$ cat src/rtl/parking_slot_manager_pkg.sv
// Shared constants, FSM state encoding and bitmap helpers for the parking slot manager.
// Bitmap convention: bit (NUM_SLOTS-1-i) set means slot i is free.
package parking_slot_manager_pkg;

    localparam int NUM_SLOTS  = 8;
    localparam int SLOT_IDX_W = 3;

    typedef logic [0:0] state_t;
    localparam state_t IDLE = 1'b0;
    localparam state_t GATE = 1'b1;

    // Lowest free slot index; slot i lives at bit (NUM_SLOTS-1-i), so this is an MSB-first scan.
    function automatic logic [SLOT_IDX_W-1:0] first_free(input logic [NUM_SLOTS-1:0] bitmap);
        logic [SLOT_IDX_W-1:0] idx;
        idx = '0;
        for (int i = NUM_SLOTS - 1; i >= 0; i--) begin
            if (bitmap[NUM_SLOTS-1-i]) idx = SLOT_IDX_W'(i);
        end
        return idx;
    endfunction

    function automatic logic [3:0] count_ones(input logic [NUM_SLOTS-1:0] bitmap);
        logic [3:0] cnt;
        cnt = '0;
        for (int i = 0; i < NUM_SLOTS; i++) begin
            cnt = cnt + 4'(bitmap[i]);
        end
        return cnt;
    endfunction

endpackage

$ cat src/rtl/parking_slot_manager_gate_timer.sv
// Entry-barrier down-counter: loads GATE_CYCLES on start, active while non-zero,
// done flags the last active cycle so the FSM can leave GATE at the following edge.
module gate_timer #(
    parameter int GATE_CYCLES = 4
) (
    input  logic clk,
    input  logic reset,
    input  logic start,
    output logic active,
    output logic done
);

    logic [3:0] cnt;

    always_ff @(posedge clk) begin
        if (reset) begin
            cnt <= '0;
        end else if (start) begin
            cnt <= 4'(GATE_CYCLES);
        end else if (cnt != 4'd0) begin
            cnt <= cnt - 4'd1;
        end
    end

    assign active = (cnt != 4'd0);
    assign done   = (cnt == 4'd1);

endmodule

$ cat src/rtl/parking_slot_manager.sv
// Parking slot manager: free-slot bitmap, lowest-index slot grant, exit handling
// and an IDLE/GATE FSM that holds the entry barrier open via gate_timer.
// Handshake: entry_req is level, held by the requester until entry_ack or entry_nack
// (each a one-cycle pulse); exit_req is a one-cycle pulse qualifying exit_slot.
module parking_slot_manager
    import parking_slot_manager_pkg::*;
#(
    parameter int GATE_CYCLES = 4
) (
    input  logic                  clk,
    input  logic                  reset,
    input  logic                  entry_req,
    input  logic                  exit_req,
    input  logic [SLOT_IDX_W-1:0] exit_slot,
    output logic [NUM_SLOTS-1:0]  parking_capacity,
    output logic [3:0]            free_count,
    output logic                  parking_full,
    output logic                  entry_ack,
    output logic                  entry_nack,
    output logic [SLOT_IDX_W-1:0] assigned_slot,
    output logic                  gate_open,
    output logic                  exit_err,
    output state_t                state_dbg
);

    state_t                state;
    logic                  grant;
    logic                  refuse;
    logic                  exit_dup;
    logic                  timer_done;
    logic [SLOT_IDX_W-1:0] grant_slot;
    logic [SLOT_IDX_W-1:0] exit_bit;
    logic [SLOT_IDX_W-1:0] grant_bit;
    logic [NUM_SLOTS-1:0]  cap_next;

    assign free_count   = count_ones(parking_capacity);
    assign parking_full = (parking_capacity == '0);
    assign state_dbg    = state;

    always_comb begin
        grant      = (state == IDLE) && entry_req && !parking_full;
        // A held request must not draw a second nack right after the first one.
        refuse     = (state == IDLE) && entry_req && parking_full && !entry_nack;
        grant_slot = first_free(parking_capacity);
        grant_bit  = SLOT_IDX_W'(NUM_SLOTS - 1) - grant_slot;
        exit_bit   = SLOT_IDX_W'(NUM_SLOTS - 1) - exit_slot;
        exit_dup   = exit_req && parking_capacity[exit_bit];
        cap_next   = parking_capacity;
        if (exit_req && !parking_capacity[exit_bit]) cap_next[exit_bit] = 1'b1;
        // Grant is applied last so it wins over an exit naming the same slot.
        if (grant) cap_next[grant_bit] = 1'b0;
    end

    always_ff @(posedge clk) begin
        if (reset) begin
            state            <= IDLE;
            parking_capacity <= '1;
            assigned_slot    <= '0;
            entry_ack        <= 1'b0;
            entry_nack       <= 1'b0;
            exit_err         <= 1'b0;
        end else begin
            parking_capacity <= cap_next;
            entry_ack        <= grant;
            entry_nack       <= refuse;
            exit_err         <= exit_dup;
            if (grant) assigned_slot <= grant_slot;
            case (state)
                IDLE:    if (grant) state <= GATE;
                GATE:    if (timer_done) state <= IDLE;
                default: state <= IDLE;
            endcase
        end
    end

    gate_timer #(.GATE_CYCLES(GATE_CYCLES)) u_gate_timer (
        .clk    (clk),
        .reset  (reset),
        .start  (grant),
        .active (gate_open),
        .done   (timer_done)
    );

endmodule

$ cat config.mk
export PLATFORM = sky130hd
export DESIGN_NAME = parking_slot_manager
export DESIGN_NICKNAME = d
export VERILOG_FILES = /design/src/rtl/parking_slot_manager_pkg.sv /design/src/rtl/parking_slot_manager_gate_timer.sv /design/src/rtl/parking_slot_manager.sv
export SDC_FILE = /design/constraint.sdc
export NUM_CORES = 1
export LEC_CHECK = 0
export BUFFER_PORTS_ARGS = -buffer_cell sky130_fd_sc_hd__buf_2
export CAP_MARGIN = 20
export CORE_AREA = 2 2 55 57
export DETAILED_ROUTE_END_ITERATION = 12
export DIE_AREA = 0 0 57 59
export PLACE_DENSITY = 0.82
export SLEW_MARGIN = 10
export SYNTH_ARGS = -nofsm -noshare
export SYNTH_HDL_FRONTEND = slang
export SYNTH_HIERARCHICAL = 1
export SYNTH_SLANG_ARGS = --single-unit
$ cat constraint.sdc
create_clock -name clk -period 3.3 [get_ports clk]
set_input_delay 0.165 -clock clk [delete_from_list [all_inputs] [get_ports clk]]
set_output_delay 0.165 -clock clk [all_outputs]
set_load 0.01 [all_outputs]
==> summary.txt <==
Status
  – Outcome: finished, violations left
  – Failing checks: negative setup slack

Clock network
  – Worst skew pair latency: 300 ps
  – Clock-pin slew on the worst setup and hold paths: 110 ps
  – TritonCTS Buffers: 3
  – Longest Clk Path Bufs: 2
  – CTS tree: yes
  – Root Driver: clkbuf_4
  – Clock Sinks: 19
  – CTS Hold Bufs: 0
  – CTS H-tree depth: 1

GRT
  – Initial antenna violation count: 0
  – Largest net degree at the start of global routing: 22
  – Vias in the first global route: 1107
  – Tot GR Track Use: 18.24%
  – Overflow after GRT: 0
  – First-pass GRT wire length: 4816 um

Routing
  – DR iter-0 viols: 35
  – Post-route ant nets: 0
  – Drt drc: 0
  – Routed WL: 3027 um
  – Via count: 1196
  – Routed vias/inst: 5.806
  – Routed WL per cell: 14.69 um
  – Pre-antenna DRT Iters: 4

Logic synthesis
  – YS warnings: 6
  – Synth cell types: 42
  – Yosys reg bits: 19
  – Top-area cell type share of the netlist area: 29.23%
  – Synth cell count leaders: 19 x dfxtp_1, 19 x inv_1, 13 x nor2_1
  – Sequential share of the synthesized area: 29.23%
  – Mapped Cells: 147
  – Syn nets: 167
  – Synth area leaders: dfxtp_1 29%, ha_1 8.7%, fa_1 6.2%, inv_1 5.5%, nor2_1 3.8%
  – Post-synth EDFFs: 0
  – Avg Synthesized Cell Area: 8.852 um^2
  – Largest area contributor in the netlist: dfxtp_1
  – Mapped Area: 1301 um^2
  – FFs w/ async S/R, synth: 0%
  – Synth Flop Type: dfxtp_1

Place
  – IO buf count: 27
  – Post-place setup slack: 303.7 ps
  – GPL Wtd Cong: 0.8451
  – Dpl cells: 201
  – Detail Placement HPWL: 2254 um

STA
  – Post-layout min period: 3307 ps
  – Setup Skew: 1.287 ps
  – Worst slew pin tran: 858.4 ps
  – Final number of max-transition violations: 0
  – Relative slew margins: 42.77%
  – Final WS setup: -6.888 ps
  – RSZ-0062 raised after global routing: yes
  – Final Cycle Share: 100.2%
  – Fmax: 0.3024 GHz
  – Final hold vios: 0
  – Setup violators final: 1

Worst setup path
  – Crit end category: primary output
  – Critical Path AT: 3140 ps
  – CP Data Required Time: 3130 ps
  – Worst setup path class: register to primary output
  – Critical-path maximum fanout: 2
  – CP startpoint kind: register

Final layout
  – Share of layout cells above drive strength 1: 28.57%
  – Fillers: 250
  – FF+latch area: 386.6 um^2
  – Syn-to-layout area delta: 16.25%
  – Footprint of the multi-input gates: 834.6 um^2
  – ANT cells: 0
  – Fin cells: 206
  – Nets@finish: 196

Pwr
  – Power per Cell Area: 454.9 nW/um^2
  – Leak pwr: 0.6768 nW
  – Max VDD drop: 0.3803 mV

Floorplanning
  – Die H: 59 um
  – Die Area: 3363 um^2
  – Die X: 57 um
  – Core Region: 2710 um^2
  – # rows: 19
  – I/O pin cnt: 28
  – Initial core utilization: 48.01%

Worst hold path
  – Worst Hold Class: primary input to register

Run
  – Max_cap viols: 0
-- area by class of cell --
type / instances / share of cell area (%)
multi-input combinational: 103 / 55.17
timing repair buffer: 29 / 9.926
clock buffer: 3 / 1.489
inverter: 20 / 4.963
sequential: 19 / 25.56
tap: 31 / 2.564
clock inverter: 1 / 0.3309
-- routing by layer --
layer / global-route usage [%] / wire length, um / up-vias
met5: 0 / 0 / -
met3: 4.148 / 160 / 6
li1: - / - / 578
met1: 21.12 / 1289 / 565
met2: 33.83 / 1533 / 47
met4: 4.983 / 43 / 0
-- worst paths after layout --
path | start | endpoint | slack (ps) | cells after the start
hold / removal | exit_slot[1] | parking_capacity[0] | 180 | 3
hold reg to reg | assigned_slot[1] | assigned_slot[1] | 460 | 2
setup reg to reg | parking_capacity[5] | u_gate_timer/cnt[2] | 1210 | 6
setup / recovery | parking_capacity[0] | free_count[1] | -7 | 10
-- critical path: stages (launching register included) --
cell and delay [ps]:
dfxtp_4 370, fa_1 530, inv_1 50, fa_1 550, fa_1 420, inv_2 80, ha_4 130, inv_2 40
fa_2 510, inv_1 30, buf_2 120
-- report_power, final --
group	internal [mW]	total (mW)	switching, mW
combinational	0.142	0.278	0.137
clock	0.0452	0.120	0.0749
sequential	0.255	0.290	0.0345
-- cell usage in the layout, fill, tap and decap left out, drive strengths merged, types with 4 or more instances in the layout --
cell type  count
nand2          8
a211oi         4
nor3b          5
dfxtp         19
fa             4
ha             9
inv           20
buf           29
nor2          13
nor3           4
nor2b          5
a21oi          7
-- cells by family after synthesis --
group | synth area share [%]
mux | 5.289
flops | 29.23
xor+xnor | 1.346
fa+ha+maj | 14.81
buf+inv | 8.365
compound gates | 17.79
simple gates | 23.17
-- state kept, by name, indices dropped and copies added (netlist names) --
name	count
parking_capacity	8
u_gate_timer/cnt	4
assigned_slot	3
entry_ack	1
entry_nack	1
exit_err	1
state_dbg	1
-- per-stage QoR --
step	util, %	cell area [um^2]	TNS [ps]	total power [mW]	hold WS [ps]
2_1_floorplan	-	1301	0	0.4882	237.8
3_3_place_gp	53.46	1449	0	0.5423	439.4
3_5_place_dp	53.46	1449	0	0.5647	447.5
4_1_cts	55.03	1491	0	0.6864	153.8
5_1_grt	55.82	1513	-164.5	0.7351	162.1
6_report	55.82	1513	-6.888	0.6882	175.4
-- timing repair --
item / in CTS / in global routing
endpoints found under the setup margin: 2 / 2
gates resized for setup: 4 / 6
setup buffers: 1 / 0
pin swaps: 0 / 2
Note: power is estimated with default switching activity, not from simulation.
